File: config.mk
export PLATFORM = sky130hd
export DESIGN_NAME = control_sequencer
export DESIGN_NICKNAME = d
export VERILOG_FILES = /design/src/rtl/cpu_pkg.sv /design/src/rtl/control_sequencer_microcode_rom.sv /design/src/rtl/control_sequencer.sv
export SDC_FILE = /design/constraint.sdc
export NUM_CORES = 1
export LEC_CHECK = 0
export ABC_AREA = 1
export CORE_ASPECT_RATIO = 0.7
export CORE_UTILIZATION = 30
export CTS_BUF_LIST = sky130_fd_sc_hd__clkbuf_2 sky130_fd_sc_hd__clkbuf_4 sky130_fd_sc_hd__clkbuf_8
export CTS_CLUSTER_SIZE = 12
export DETAILED_ROUTE_END_ITERATION = 6
export GPL_TIMING_DRIVEN = 0
export HOLD_SLACK_MARGIN = 0.08
export PLACE_DENSITY = 0.68
export SLEW_MARGIN = 0
export SYNTH_ARGS = -nofsm -noshare
export SYNTH_HDL_FRONTEND = slang
export SYNTH_SLANG_ARGS = --single-unit
File: constraint.sdc
create_clock -name clk -period 1.7 [get_ports clk]
set_input_delay 0.34 -clock clk [delete_from_list [all_inputs] [get_ports clk]]
set_output_delay 0.34 -clock clk [all_outputs]
set_load 0.03 [all_outputs]
File: src/rtl/cpu_pkg.sv
// Shared definitions for the 8-bit bus computer control path.
// - opcode_e : 4-bit opcode encodings held in IR[N-1:A].
// - ctrl_t   : the 16 active-high control lines, MSB (hlt) to LSB (fi).
// - CTRL_NONE: all-zero control word.
package cpu_pkg;

  typedef enum logic [3:0] {
    OP_NOP = 4'b0000,
    OP_LDA = 4'b0001,
    OP_ADD = 4'b0010,
    OP_SUB = 4'b0011,
    OP_STA = 4'b0100,
    OP_LDI = 4'b0101,
    OP_JMP = 4'b0110,
    OP_JC  = 4'b0111,
    OP_JZ  = 4'b1000,
    OP_OUT = 4'b1110,
    OP_HLT = 4'b1111
  } opcode_e;

  typedef struct packed {
    logic hlt;
    logic mi;
    logic ri;
    logic ro;
    logic io;
    logic ii;
    logic ai;
    logic ao;
    logic eo;
    logic su;
    logic bi;
    logic oi;
    logic ce;
    logic co;
    logic j;
    logic fi;
  } ctrl_t;

  localparam ctrl_t CTRL_NONE = '0;

endpackage

File: src/rtl/control_sequencer_microcode_rom.sv
// microcode_rom: combinational decode of {opcode, step, cf, zf} into a
// control word.
// Ports:
//   opcode  in  OPW  instruction opcode
//   step    in  SW   current microstep
//   cf, zf  in  1    registered ALU flags (used by JC/JZ at T2)
//   ctrl    out 16   decoded control word (ctrl_t)
module microcode_rom
  import cpu_pkg::*;
#(
  parameter int unsigned OPW = 4,
  parameter int unsigned SW  = 3
) (
  input  logic [OPW-1:0] opcode,
  input  logic [SW-1:0]  step,
  input  logic           cf,
  input  logic           zf,
  output ctrl_t          ctrl
);

  opcode_e op;
  logic    t2;
  logic    t3;
  logic    t4;

  always_comb begin
    op = opcode_e'(opcode);
    t2 = (step == SW'(2));
    t3 = (step == SW'(3));
    t4 = (step == SW'(4));
  end

  always_comb begin
    ctrl = CTRL_NONE;
    if (step == '0) begin
      ctrl.co = 1'b1;
      ctrl.mi = 1'b1;
    end else if (step == SW'(1)) begin
      ctrl.ro = 1'b1;
      ctrl.ii = 1'b1;
      ctrl.ce = 1'b1;
    end else begin
      case (op)
        OP_LDA: begin
          if (t2) begin ctrl.io = 1'b1; ctrl.mi = 1'b1; end
          if (t3) begin ctrl.ro = 1'b1; ctrl.ai = 1'b1; end
        end
        OP_ADD, OP_SUB: begin
          if (t2) begin ctrl.io = 1'b1; ctrl.mi = 1'b1; end
          if (t3) begin ctrl.ro = 1'b1; ctrl.bi = 1'b1; end
          if (t4) begin
            ctrl.eo = 1'b1;
            ctrl.ai = 1'b1;
            ctrl.fi = 1'b1;
            ctrl.su = (op == OP_SUB);
          end
        end
        OP_STA: begin
          if (t2) begin ctrl.io = 1'b1; ctrl.mi = 1'b1; end
          if (t3) begin ctrl.ao = 1'b1; ctrl.ri = 1'b1; end
        end
        OP_LDI: begin
          if (t2) begin ctrl.io = 1'b1; ctrl.ai = 1'b1; end
        end
        OP_JMP: begin
          if (t2) begin ctrl.io = 1'b1; ctrl.j = 1'b1; end
        end
        OP_JC: begin
          if (t2 && cf) begin ctrl.io = 1'b1; ctrl.j = 1'b1; end
        end
        OP_JZ: begin
          if (t2 && zf) begin ctrl.io = 1'b1; ctrl.j = 1'b1; end
        end
        OP_OUT: begin
          if (t2) begin ctrl.ao = 1'b1; ctrl.oi = 1'b1; end
        end
        OP_HLT: begin
          if (t2) ctrl.hlt = 1'b1;
        end
        default: ctrl = CTRL_NONE;
      endcase
    end
  end

endmodule

File: src/rtl/control_sequencer.sv
// control_sequencer: microcoded control unit for the 8-bit bus computer.
// Step counter with early wrap on an all-zero word, sticky halt, run gate.
// Ports:
//   clk           in   1   rising-edge clock
//   clr           in   1   synchronous active-high reset (forces outputs 0)
//   run           in   1   1 = advance, 0 = hold step with outputs 0
//   irval         in   N   instruction register; opcode = irval[N-1:A]
//   cf, zf        in   1   registered ALU flags
//   hlt..fi       out  1   control lines, active-high
//   step          out  SW  current microstep
//   halted        out  1   sticky halt state
module control_sequencer
  import cpu_pkg::*;
#(
  parameter int unsigned N     = 8,
  parameter int unsigned A     = 4,
  parameter int unsigned OPW   = N - A,
  parameter int unsigned STEPS = 8,
  parameter int unsigned SW    = $clog2(STEPS)
) (
  input  logic          clk,
  input  logic          clr,
  input  logic          run,
  input  logic [N-1:0]  irval,
  input  logic          cf,
  input  logic          zf,
  output logic          hlt,
  output logic          mi,
  output logic          ri,
  output logic          ro,
  output logic          io,
  output logic          ii,
  output logic          ai,
  output logic          ao,
  output logic          eo,
  output logic          su,
  output logic          bi,
  output logic          oi,
  output logic          ce,
  output logic          co,
  output logic          j,
  output logic          fi,
  output logic [SW-1:0] step,
  output logic          halted
);

  logic [SW-1:0] step_q;
  logic [SW-1:0] step_d;
  logic          halted_q;
  logic          halted_d;
  ctrl_t         rom_word;
  ctrl_t         ctrl_out;
  logic          unused_operand;

  always_comb unused_operand = ^irval[A-1:0];

  microcode_rom #(
    .OPW (OPW),
    .SW  (SW)
  ) u_rom (
    .opcode (irval[N-1:A]),
    .step   (step_q),
    .cf     (cf),
    .zf     (zf),
    .ctrl   (rom_word)
  );

  // The halting edge keeps step where it is, so a halted machine
  // reports the step of its HLT word.
  always_comb begin
    step_d   = step_q;
    halted_d = halted_q;
    if (run && !halted_q) begin
      if (rom_word.hlt) begin
        halted_d = 1'b1;
      end else if ((step_q == SW'(STEPS - 1)) ||
                   ((step_q >= SW'(2)) && (rom_word == CTRL_NONE))) begin
        step_d = '0;
      end else begin
        step_d = step_q + SW'(1);
      end
    end
  end

  always_ff @(posedge clk) begin
    if (clr) begin
      step_q   <= '0;
      halted_q <= 1'b0;
    end else begin
      step_q   <= step_d;
      halted_q <= halted_d;
    end
  end

  // Priority: clr, then run gate, then halt forcing, then microcode.
  always_comb begin
    ctrl_out = CTRL_NONE;
    if (!clr && run) begin
      if (halted_q) begin
        ctrl_out.hlt = 1'b1;
      end else begin
        ctrl_out = rom_word;
      end
    end
  end

  always_comb begin
    {hlt, mi, ri, ro, io, ii, ai, ao, eo, su, bi, oi, ce, co, j, fi} = ctrl_out;
    step   = step_q;
    halted = halted_q;
  end

endmodule

; ---- Yosys cells after proc, flatten, opt, wreduce, memory -nomap -nowiden
; Index checks and enable logic that the tools add are counted.
; Widths: inputs -> output; s select.
[classes]
n_eq_ne = 15
reduce_logical = 16
n_bitwise = 1
order_cmp = 1
muxes = 32
addsub = 1
[ops]
columns = operator, n
row1 = $mux 1, 18
row2 = $eq 4x3->1 const B, 4
row3 = $logic_not 16->1, 1
row4 = $mux 16, 1
row5 = $mux 15, 1
row6 = $eq 4x4->1 const B, 3
row7 = $mux 11, 1
row8 = $mux 3, 3
row9 = $pmux 1 s3, 3
row10 = $eq 4x2->1 const B, 2
row11 = $eq 3x2->1 const B, 2
row12 = $eq 3x3->1 const B, 2
row13 = $mux 2, 3
row14 = $mux 6, 1
row15 = $reduce_or 6->1, 1
row16 = $logic_and 1x1->1, 5
row17 = $eq 4x1->1 const B, 1
row18 = $reduce_and 2->1, 2
row19 = $reduce_or 4->1, 1
row20 = $add 3x1->3 const B, 1
row21 = $eq 3x1->1 const B, 1
row22 = $ge 3x2->1 const B, 1
row23 = $logic_not 3->1, 1
row24 = $reduce_or 3->1, 1
row25 = other kinds (5), 6
[totals]
inputBits = 13
output_inout_bits = 20
reg_bits = 4
elab_cells = 68

; ---- Logic depth before layout (Yosys ltp)
; Gate-level depths: netlist of run 1.
[depth]
depth_word = 10
depth_mapped = 12
ltp_nobuf = 12

; ---- Cells and area by module
; Synthesis of run 1 repeated with hierarchy kept, for this count alone.
[unflattened]
hier_cells = 141
hier_area_um2 = 734.5
[modules_own_cells]
columns = module, seq_area_each_um2, cells_per_inst, instances, area_each_um2
row1 = control_sequencer, 80.1, 80, 1, 444.2
row2 = microcode_rom, 0.0, 61, 1, 290.3

; ---- Worst setup path before layout of run 1
; Ideal clock, no wire load.
[synth_timing]
kind = register to output
from = register step_q[0], in the netlist step[0]
to = output hlt
n_path_buf = 0
path_slack_ps = -566
arrival_ps = 1926
t_required_ps = 1360
path_stages_with_launch = 8
path_cell_list = dfxtp_1 inv_1 ha_1 nand2_2 nand3_2 inv_2 a21oi_2 nor3_1
[synth_via]
elab_chain_len = 7
word_cells_on_any_way = 9
classes_between = 2 x eq/ne / 6 x mux / 1 x reduce/logical
[synth_lines]
columns = item, line_no
row1 = "start, declared", control_sequencer.sv:47  ; logic [SW-1:0] step_q;
row2 = "start signal, assigned", control_sequencer.sv:90  ; step_q <= step_d;
row3 = $eq 3x2->1, control_sequencer_microcode_rom.sv:28  ; t2 = (step == SW'(2));
row4 = $mux 1, control_sequencer_microcode_rom.sv:78  ; if (t2) ctrl.hlt = 1'b1;
row5 = $mux 1, control_sequencer_microcode_rom.sv:43  ; case (op)
row6 = $mux 3, control_sequencer_microcode_rom.sv:38  ; end else if (step == SW'(1)) begin
row7 = $mux 1 *, control_sequencer_microcode_rom.sv:35  ; if (step == '0) begin
row8 = $mux 1 *, control_sequencer.sv:99  ; if (halted_q) begin
row9 = $mux 16 *, control_sequencer.sv:98  ; if (!clr && run) begin
row10 = "end, declared", control_sequencer.sv:27  ; output logic hlt,
; Every way passes the cells marked *; elsewhere a longest branch is shown, timed or not.

; ---- Final worst setup path of run 1
[layout_timing]
from = register step_q[1], in the netlist step[1]
to = output ao
[layout_via]
elab_chain_len = 7
word_cells_on_any_way = 11
classes_between = 3 x eq/ne / 7 x mux / 1 x reduce/logical
[layout_lines]
columns = item, line_no
row1 = $eq 3x2->1 (on tied branches), "control_sequencer_microcode_rom.sv:28, control_sequencer_microcode_rom.sv:29"
row2 = $mux 1 (on tied branches), "control_sequencer_microcode_rom.sv:75, control_sequencer_microcode_rom.sv:60"
row3 = $pmux 1 s2, control_sequencer_microcode_rom.sv:43
row4 = $mux 6, control_sequencer_microcode_rom.sv:38
row5 = $mux 11 *, control_sequencer_microcode_rom.sv:35
row6 = $mux 15 *, control_sequencer.sv:99
row7 = $mux 16 *, control_sequencer.sv:98
row8 = "end, declared", control_sequencer.sv:34  ; output logic ao,
; Marks and branches as above.

==> metrics.yaml, run 1 <==
routing:
  dr.pass1.iters: 4
  vias: 973
  drtAntennaViolNets: 0
  vias_per_cell: 4.91
  avgRoutedWirePerCell_um: 12.8
  drtIter0Drc: 41
  drt_drc_violations_left: 0
  drt-total-wl_um: 2540
synthesis:
  ys_seq_area_frac: 0.118
  synth_mux_area_frac: 0
  synthTopCellsByArea: "nand2_1 15%, nor2_1 13%, dfxtp_1 12%"
  synthDistinctLibCells: 24
  synth_seq_cells: 4
  synth_top_family_by_area: "simple AND/OR/NAND/NOR gates"
  synth_warnings: 0
  synth_xor_xnor_area_share: 0
  syn_area_per_cell_sq_um: 5.43
  yosys.area.top_type: "nand2_1"
  synth_common_cells: "28 x nand2_1, 24 x nor2_1, 17 x inv_1"
  synth-compound-area-share: 0.122
  async_flop_share: 0
  synthCells: 125
  synth_flop_cell: "dfxtp_1"
  yosysTopAreaCellShare: 0.155
  syn_area_sq_um: 678
  synth_fp_nets: 144
  synth_edf_count: 0
  yosys.area_share.simple: 0.507
  synth-adder-area-share: 0.111
  yosysMostFrequentCell: "nand2_1"
timing:
  fmax_mhz: 516
  timing.final.max_slew_violations: 0
  final-setup-viol-count: 18
  worst_slack_ns: -0.238
  hold_violations: 0
  tns_ns: -2.34
  rsz0062_at_grt: "true"
  fin_crit_ns: 1.94
  fin_skew_ns: 0.00265
  worst_slew_pin_slew_ns: 0.316
  finalCritPeriodShare: 1.14
  slew_headroom: 0.789
worst_setup_path:
  max_stage_delay_ns: 0.40
  reg2reg_from: "step[1]"
  rr_endpoint: "step[1]"
  critical_path_required_ns: 1.36
  worst-path-buf-inv: 3
  critPathKind: "reg -> out"
  rrSetupSlack_ns: -0.09
  start_kind: "flop"
  crit_family: "flip-flops"
  cp_slowest_cell: "dfxtp_4"
  cp-end-kind: "output pin"
  worstPathMaxFanout: 5
  reg2regPathDepth: 12
  arrival_ns: 1.60
  crit_chain: "inv_4, ha_4, o21ai_4, nand2_2, nor2_4, inv_2, a21oi_4, buf_6"
power:
  seqPwrFrac: 0.201
  power_density_mw_per_mm2: 404
  clockPowerShare: 0.208
  power_frac_comb: 0.590
  p_leak_nw: 0.655
  p_sw_mw: 0.269
  sw_frac_of_total: 0.450
  power_mw: 0.598
  max-vdd-ir-drop_mv: 0.467
  p_int_mw: 0.328
global_route:
  gr-total-overflow: 0
  grt_first_pass_wirelength_um: 3980
  antenna_found_initial: 0
  grt_pass1_vias: 893
  grt_max_degree: 9
  track_usage: 0.209
worst_hold_path:
  holdPathEnd: "step[0]"
  hold_start: "clr"
  hold_depth: 2
  hold_class: "in -> reg"
place:
  place_ws_ns: -0.991
  io_buffer_count: 28
  dp_cells: 183
  place_congestion: 0.868
  dp_hpwl_um: 1610
final_layout:
  drive_above_1_share: 0.583
  antenna_cells: 0
  layoutNonFillerInstCount: 198
  n_fill_cell: 160
  synthToLayoutAreaGrowth_pct: 118
  multi_input_area_sq_um: 817
  final-seq-area_sq_um: 88.8
  nets: 189
clock_tree:
  cts_root_buffer: "clkbuf_4"
  htreeDepth: 1
  clk_latency_ns: 0.24
  cts_buffers: 3
  ctsHoldBuffers: 0
  clk_pin_slew_ns: 0.04
  cts_tree: "done"
  cts_sinks: 4
  cts_max_path_buffers: 2
floorplanning:
  initial_core_util: 0.342
  io_pins: 33
  rows: 13
  core-area_sq_mm: 0.00198
  dieArea_sq_mm: 0.00246
  die_h_um: 41.8
  die_w_um: 58.8
job:
  drv_cap: 0
outcome:
  violations: "setup timing"
  outcome: "complete, but fails checks"
-- worst max path at each step --
stage	depth (start not counted)	start	slack [ns]	endpoint
3_3_place_gp	7	clr	-1.0	fi
2_1_floorplan	4	halted	-0.01	co
4_1_cts	8	step[1]	-0.22	ao
6_report	8	step[1]	-0.24	ao
3_5_place_dp	7	clr	-0.99	fi
5_1_grt	8	step[0]	-0.29	ao
-- power by group through the flow --
stage,combinational [mW],sequential (mW),clock (mW)
finish,0.353,0.120,0.124
global route,0.376,0.122,0.134
CTS,0.319,0.118,0.129
detailed placement,0.235,0.115,0
global placement,0.234,0.114,0
floorplan,0.149,0.125,0
-- kinds of logic (layout without fill, tap and decap cells) --
| kind of cell | count (synthesis) | after routing |
|---|---|---|
| compound gates | 14 | 14 |
| simple gates | 78 | 78 |
| flops | 4 | 4 |
| buf+inv | 23 | 66 |
| fa+ha+maj | 6 | 6 |
-- area by class of cell --
cell class,count,share of cell area
Clock buffer,3,0.0152
Inverter,20,0.0592
Buffer,3,0.0271
Multi-Input combinational cell,98,0.552
Timing Repair Buffer,40,0.261
Tap cell,30,0.0254
Sequential cell,4,0.0601
-- stage by stage --
stage               hold WS, ns   util  area, sq um
CTS                       0.518  0.706         1400
global placement          0.500  0.568         1130
global route              0.542  0.745         1480
finish                    0.520  0.745         1480
detailed placement        0.507  0.568         1130
floorplan                 0.399      -          810
-- flip-flops by register name, summed over array words and instances, names as in the netlist --
signal / count
step: 3
halted: 1
-- metal layers --
metal / part of all wire / track usage / up-vias
li1: - / - / 486
met1: 0.46 / 0.283 / 450
met2: 0.48 / 0.350 / 35
met3: 0.055 / 0.0405 / 2
met4: 0.0028 / 0.0238 / 0
met5: 0 / 0 / -
-- cell usage in the layout, fill, tap and decap left out, types with 2 or more instances in the layout --
cell,n
a21oi_1,2
a21oi_2,2
a21oi_4,3
buf_4,14
buf_6,15
clkbuf_4,3
clkdlybuf4s50_1,4
dfxtp_4,2
dlygate4sd2_1,5
ha_4,5
inv_1,9
inv_2,7
inv_4,3
nand2_1,22
nand2_2,7
nand2_4,2
nand3_1,9
nand3_4,5
nor2_1,10
nor2_2,7
nor2_4,10
nor3_2,2
nor3_4,2
o21ai_0,2
-- timing repair --
| item | in CTS | in global routing |
|---|---|---|
| pin swaps | 14 | 14 |
| buffers inserted | 8 | 3 |
| cloned | 1 | 0 |
| endpoints found under the setup margin | 19 | 20 |
| resized for setup | 157 | 19 |
Note: power is estimated with default switching activity, not from simulation.
==> run 2: changes to the inputs <==
Settings changed: SETUP_SLACK_MARGIN set to 0.2.
==> run 2 against run 1 <==
Compared with the run above: the flow still finishes with violations (setup timing); routed wire length is 5.3% higher; highest routed layer unchanged; combinational power is 7.4% higher; sequential power hardly changed; largest cell class unchanged; sequential share of layout area is 0.20 points lower; power is 8.7% higher; clock-buffer cell count is 1 higher; global-route usage is 0.075 points higher; via count is 7.1% higher.
==> metrics.yaml, run 2 (synthesized netlist as in run 1, its figures left out) <==
place:
  place_congestion: 0.820  # -5.5%
  dp_hpwl_um: 1810  # +12%
  placed_area_sq_mm: 0.00120  # +6.5%
  dp_cells: 183  # unchanged
  place_ws_ns: -1.00  # -0.0119 ns
  io_buffer_count: 28  # unchanged
floorplanning:
  core-area_sq_mm: 0.00198  # unchanged
  die_w_um: 58.8  # unchanged
  die_h_um: 41.8  # unchanged
  initial_core_util: 0.342  # unchanged
  io_pins: 33  # unchanged
  dieArea_sq_mm: 0.00246  # unchanged
  rows: 13  # unchanged
final_layout:
  drive_above_1_share: 0.595  # +0.0120
  synthToLayoutAreaGrowth_pct: 129
  fin_area_sq_mm: 0.00155  # +4.9%
  nets: 193  # +2.1%
  layoutNonFillerInstCount: 203  # +2.5%
  final_util: 0.782  # +0.0366
  antenna_cells: 0  # unchanged
  layout_commonest_cell: "nand2_1"
  layout_common_cells: "24 x nand2_1, 22 x buf_6, 12 x nor2_4, 12 x buf_4"
  largest_reg_flops: 3  # unchanged
timing:
  rsz0062_at_grt: "true"
  fmax_mhz: 504  # -2.4%
  fin_hold_ws_ns: 0.540  # +0.0201 ns
  final-setup-viol-count: 19  # +1
  worst_slew_pin_slew_ns: 0.315  # -0.00131 ns
  timing.final.max_slew_violations: 0  # unchanged
  tns_ns: -2.77  # -0.423 ns
  hold_violations: 0  # unchanged
  slew_headroom: 0.791  # +0.00203
  worst_slack_ns: -0.286  # -0.0473 ns
  fin_skew_ns: 0.00654  # +0.00389 ns
  finalCritPeriodShare: 1.17  # +0.0278
  fin_crit_ns: 1.99  # +0.0473 ns
clock_tree:
  cts_tree: "done"
  htreeDepth: 1  # unchanged
  cts_sinks: 4  # unchanged
  cts_root_buffer: "clkbuf_4"
  clk_latency_ns: 0.24  # about the same
  cts_buffers: 3  # unchanged
  clk_pin_slew_ns: 0.05  # about the same
  cts_max_path_buffers: 2  # unchanged
power:
  p_int_mw: 0.369  # +12%
  power_mw: 0.650  # +8.7%
  clockPowerShare: 0.235  # +0.027
  max-vdd-ir-drop_mv: 0.430  # -7.9%
  power_density_mw_per_mm2: 419  # +3.6%
  power_frac_comb: 0.584  # -0.006
  seqPwrFrac: 0.181  # -0.020
  p_leak_nw: 0.672  # +2.6%
  sw_frac_of_total: 0.432  # -0.0181
  p_sw_mw: 0.281  # +4.3%
global_route:
  grt_pass1_vias: 935  # +4.7%
  grt_first_pass_wirelength_um: 4040  # +1.6%
  gr-total-overflow: 0  # unchanged
  track_usage: 0.210  # +0.000749
  antenna_found_initial: 0  # unchanged
  grt_max_degree: 11  # +2
worst_setup_path:
  cp_slowest_cell: "dfxtp_4"
  max_stage_delay_ns: 0.39  # about the same
  start_kind: "flop"
  worstPathMaxFanout: 4  # -1
  critPathKind: "reg -> out"
  crit_chain: "ha_2, ha_4, a21boi_1, nand2_1, a21oi_4, buf_6"
  cp-end-kind: "output pin"
  critical_path_required_ns: 1.36  # about the same
  arrival_ns: 1.65  # +0.05 ns
routing:
  vias_per_cell: 5.13  # +4.5%
  dr.pass1.iters: 4  # unchanged
  drtAntennaViolNets: 0  # unchanged
  drt_drc_violations_left: 0  # unchanged
  drt-total-wl_um: 2670  # +5.3%
  vias: 1042  # +7.1%
  drtIter0Drc: 25  # -39%
  avgRoutedWirePerCell_um: 13.2  # +2.7%
outcome:
  violations: "setup timing"
  outcome: "complete, but fails checks"
job:
  drv_cap: 0  # unchanged
worst_hold_path:
  hold_class: "in -> reg"
run 2: path summary, 6_finish.rpt:
| kind | start | to | slack [ns] | cells past startpoint |
|---|---|---|---|---|
| max | step[0] | ro | -0.29 | 6 |
| min | clr | step[0] | 0.54 | 2 |
| max reg2reg | step[0] | step[0] | -0.13 | 11 |
| min reg2reg | halted | halted | 0.57 | 2 |
run 2: repair_timing:
| action | in CTS | in global routing |
|---|---|---|
| endpoints found under the hold margin | 0 | 0 |
| gates cloned | 0 | 0 |
| resized for setup | 157 | 16 |
| setup buffers | 12 | 4 |
| hold buffers | 0 | 0 |
| endpoints found under the setup margin | 23 | 21 |
| pin swaps | 17 | 12 |
run 2: critical path, delay by kind of cell (launching register included):
family                     cells  cell delay, ns
and+or+nand+nor                1            0.13
AOI/OAI and AO/OA              2            0.35
DFF                            1            0.39
buffers and inverters          1            0.14
adders and majority gates      2            0.40
run 2: area by class of cell:
class                           count  area, sq um
Multi-Input combinational cell     98          827
Fill cell                         140          433
Timing Repair Buffer               44          432
Sequential cell                     4         90.1
Inverter                           20         87.6
Buffer                              3         47.5
Tap cell                           30         37.5
Clock buffer                        4         30.0
run 2: power groups by stage:
stage | registers [mW] | logic [mW] | clock network (mW)
floorplan | 0.127 | 0.166 | 0
finish | 0.118 | 0.379 | 0.153
CTS | 0.116 | 0.337 | 0.153
global placement | 0.116 | 0.252 | 0
global route | 0.118 | 0.399 | 0.163
detailed placement | 0.117 | 0.256 | 0
run 2: per-layer routing:
metal | global-route usage | up-vias | part of all wire
li1 | - | 504 | -
met1 | 0.279 | 482 | 0.44
met2 | 0.361 | 50 | 0.50
met3 | 0.0187 | 6 | 0.051
met4 | 0.0476 | 0 | 0.013
met5 | 0 | - | 0
==> run 3: changes to the inputs <==
Settings changed: CORE_ASPECT_RATIO 0.7 to unset, CORE_UTILIZATION 30 to 40, PLACE_DENSITY 0.68 to 0.85.
==> run 3 against run 2 <==
Compared with the run above: the flow now stops in global routing (5_1_grt); synthesized area did not move; synthesized cell count stayed put.
==> metrics.yaml, run 3 <==
place:
  io_buffer_count: 28  # unchanged
  dp_hpwl_um: 1630  # -9.5%
  place_ws_ns: -0.964  # +0.0396 ns
  dp_cells: 169  # -7.7%
  place_congestion: 0.818  # -0.28%
synthesis:
  yosysMostFrequentCell: "nand2_1"
  synth_seq_cells: 4  # unchanged
  synthDistinctLibCells: 24  # unchanged
  synth_common_cells: "28 x nand2_1, 24 x nor2_1, 17 x inv_1"
  yosys.area.top_type: "nand2_1"
  synth_flop_cell: "dfxtp_1"
  yosysTopAreaCellShare: 0.155  # unchanged
  synth_fp_nets: 144  # unchanged
  synth_edf_count: 0  # unchanged
  syn_area_per_cell_sq_um: 5.43  # unchanged
  synth_warnings: 0  # unchanged
  async_flop_share: 0  # unchanged
  synthCells: 125  # unchanged
  synthTopCellsByArea: "nand2_1 15%, nor2_1 13%, dfxtp_1 12%"
  ys_seq_area_frac: 0.118  # unchanged
  syn_area_sq_um: 678  # unchanged
clock_tree:
  htreeDepth: 1  # unchanged
  cts_sinks: 4  # unchanged
  cts_buffers: 3  # unchanged
  cts_max_path_buffers: 2  # unchanged
  cts_root_buffer: "clkbuf_4"
floorplanning:
  rows: 14  # +1
  io_pins: 33  # unchanged
  die_w_um: 43.2  # -27%
  initial_core_util: 0.440  # +0.0982
  die_h_um: 43.2  # +3.3%
outcome:
  outcome: "aborted with a tool error"
  stop_error: "[ERROR DPL-0038] Utilization greater than 100%, impossible to legalize"
  stop_stage: "global routing (5_1_grt)"
global_route:
  grt_max_degree: 9
timing:
  crit_endpoint: "hlt"
  worst_path_end_type: "primary output"
-- run 3: cell counts after synthesis --
No cell type changed its count.
-- run 3: cells by family after synthesis --
| family | count (synthesis) | synth area share |
|---|---|---|
| AOI/OAI and AO/OA | 14 | 0.122 |
| adders and majority gates | 6 | 0.111 |
| buffers and inverters | 23 | 0.142 |
| DFF | 4 | 0.118 |
| and+or+nand+nor | 78 | 0.507 |
-- run 3: what timing repair did --
item	in CTS
setup endpoints to repair	23
gates cloned	1
resized for setup	153
endpoints found under the hold margin	0
hold buffers	0
setup buffers	13
pin swaps	18
-- run 3: through the flow --
step,utilization,instance area [sq um],setup TNS [ns]
2_1_floorplan,-,883,0
3_3_place_gp,0.768,1180,-14.33
3_5_place_dp,0.768,1180,-14.77
4_1_cts,0.962,1480,-1.99
==> run 4: changes to the inputs <==
Settings changed: CORE_AREA set to 2 2 63 65, CORE_UTILIZATION 40 to unset, CTS_BUF_LIST sky130_fd_sc_hd__clkbuf_2 sky130_fd_sc_hd__clkbuf_4 sky130_fd_sc_hd__clkbuf_8 to unset, CTS_CLUSTER_SIZE 12 to unset, DIE_AREA set to 0 0 65 67, HOLD_SLACK_MARGIN 0.08 to unset, PLACE_DENSITY 0.85 to unset, PLACE_DENSITY_LB_ADDON set to 0.15, SETUP_SLACK_MARGIN 0.2 to unset.
==> run 4 against run 3 <==
Compared with the run above: the flow now finishes, with violations (setup timing).
==> metrics.yaml, run 4 (synthesized netlist as in run 1, its figures left out) <==
outcome:
  outcome: "complete, but fails checks"
  violations: "setup timing"
routing:
  drtAntennaViolNets: 0
  drt-total-wl_um: 2460
  vias: 969
  drt_drc_violations_left: 0
  drtIter0Drc: 20
  vias_per_cell: 4.35
  dr_wl_met2_um: 1300
  avgRoutedWirePerCell_um: 11.0
  top_layer: "met4"
  wl_met1_um: 1010
  wl_met3_um: 122
  dr.pass1.iters: 4
power:
  power_density_mw_per_mm2: 440
  p_leak_nw: 0.705
  seqPwrFrac: 0.172
  clockPowerShare: 0.303
  max-vdd-ir-drop_mv: 0.434
  sw_frac_of_total: 0.393
  power_frac_comb: 0.525
  p_sw_mw: 0.267
  power_mw: 0.679
  p_int_mw: 0.412
worst_setup_path:
  max_stage_delay_ns: 0.38
  critPathKind: "reg -> out"
  start_kind: "flop"
  worstPathMaxFanout: 4
  crit_family: "flip-flops"
  cp-end-kind: "output pin"
  crit_chain: "inv_4, ha_4, o21ai_4, nand2_1, nor2_2, inv_2, a21oi_4, buf_6"
  worst-path-buf-inv: 3
  cp_slowest_cell: "dfxtp_4"
  critical_path_required_ns: 1.36
  arrival_ns: 1.57
timing:
  final-setup-viol-count: 13
  fmax_mhz: 525
  worst_slew_pin_slew_ns: 0.319
  hold_violations: 0
  timing.final.max_slew_violations: 0
  worst_slack_ns: -0.206
  slew_headroom: 0.787
  fin_crit_ns: 1.91
  finalCritPeriodShare: 1.12
  rsz0062_at_grt: "true"
  fin_skew_ns: 0.00362
place:
  io_buffer_count: 28  # unchanged
  dp_cells: 201  # +19%
  dp_hpwl_um: 1710  # +4.7%
  placed_area_sq_mm: 0.00115  # -2.9%
  place_congestion: 0.759  # -7.2%
floorplanning:
  die_w_um: 65  # +51%
  die_h_um: 67  # +55%
  initial_core_util: 0.188  # -0.252
  core-area_sq_mm: 0.00361
  rows: 22  # +8
  io_pins: 33  # unchanged
  dieArea_sq_mm: 0.00436
final_layout:
  largest_reg_flops: 3
  fin_area_sq_mm: 0.00154
  final-seq-area_sq_um: 88.8
  drive_above_1_share: 0.611
  antenna_cells: 0
  layoutNonFillerInstCount: 223
  synthToLayoutAreaGrowth_pct: 128
  nets: 196
  n_fill_cell: 380
  layout_commonest_cell: "nand2_1"
  multi_input_area_sq_um: 793
  layout_common_cells: "24 x nand2_1, 19 x buf_4, 17 x buf_6"
clock_tree:
  cts_tree: "done"
  ctsHoldBuffers: 0  # unchanged
  htreeDepth: 1  # unchanged
  clk_pin_slew_ns: 0.03
  cts_max_path_buffers: 2  # unchanged
  cts_root_buffer: "clkbuf_8"
  cts_sinks: 4  # unchanged
  cts_buffers: 3  # unchanged
  clk_latency_ns: 0.22
global_route:
  track_usage: 0.125
  grt_pass1_vias: 1007
  antenna_found_initial: 0
  gr-total-overflow: 0
  grt_max_degree: 9
  grt_first_pass_wirelength_um: 4290
job:
  drv_cap: 0
worst_hold_path:
  hold_class: "in -> reg"
## run 4: metrics by stage
step | utilization | hold WS (ns) | setup TNS [ns] | worst slack (ns)
2_1_floorplan | - | 0.399 | -0.0284 | -0.0130
3_3_place_gp | 0.319 | 0.501 | -16.57 | -1.04
3_5_place_dp | 0.319 | 0.515 | -16.79 | -1.07
4_1_cts | 0.413 | 0.550 | -1.54 | -0.189
5_1_grt | 0.428 | 0.387 | -2.96 | -0.290
6_report | 0.428 | 0.366 | -1.49 | -0.206
## run 4: metal layers
metal / GRT usage / up-vias
met5: 0 / -
li1: - / 497
met2: 0.229 / 31
met4: 0.0399 / 0
met3: 0.0186 / 4
met1: 0.147 / 437
## run 4: area by class of cell
class                           count  share of cell area
Multi-Input combinational cell     98               0.514
Inverter                           20              0.0551
Tap cell                           48              0.0389
Clock buffer                        3              0.0267
Timing Repair Buffer               47               0.280
Sequential cell                     4              0.0575
Buffer                              3              0.0284
## run 4: timing repair
| item | 4_1_cts | 5_1_grt |
|---|---|---|
| buffers inserted | 14 | 4 |
| endpoints found under the setup margin | 19 | 21 |
| cloned | 1 | 0 |
| pin swaps | 16 | 10 |
| resized for setup | 162 | 23 |
## run 4: final timing paths
path	start	endpoint	slack, ns	depth (start not counted)
setup reg to reg	step[0]	step[2]	0.05	11
setup / recovery	step[0]	ao	-0.21	8
hold / removal	clr	step[0]	0.37	2
hold reg to reg	halted	halted	0.55	2
## run 4: power by group through the flow
stage	Sequential, mW	Clock [mW]	Combinational [mW]
final	0.117	0.205	0.357
after global routing	0.119	0.218	0.391
after CTS	0.117	0.208	0.335
after detailed placement	0.115	0	0.238
after global placement	0.115	0	0.239
after floorplan	0.125	0	0.149
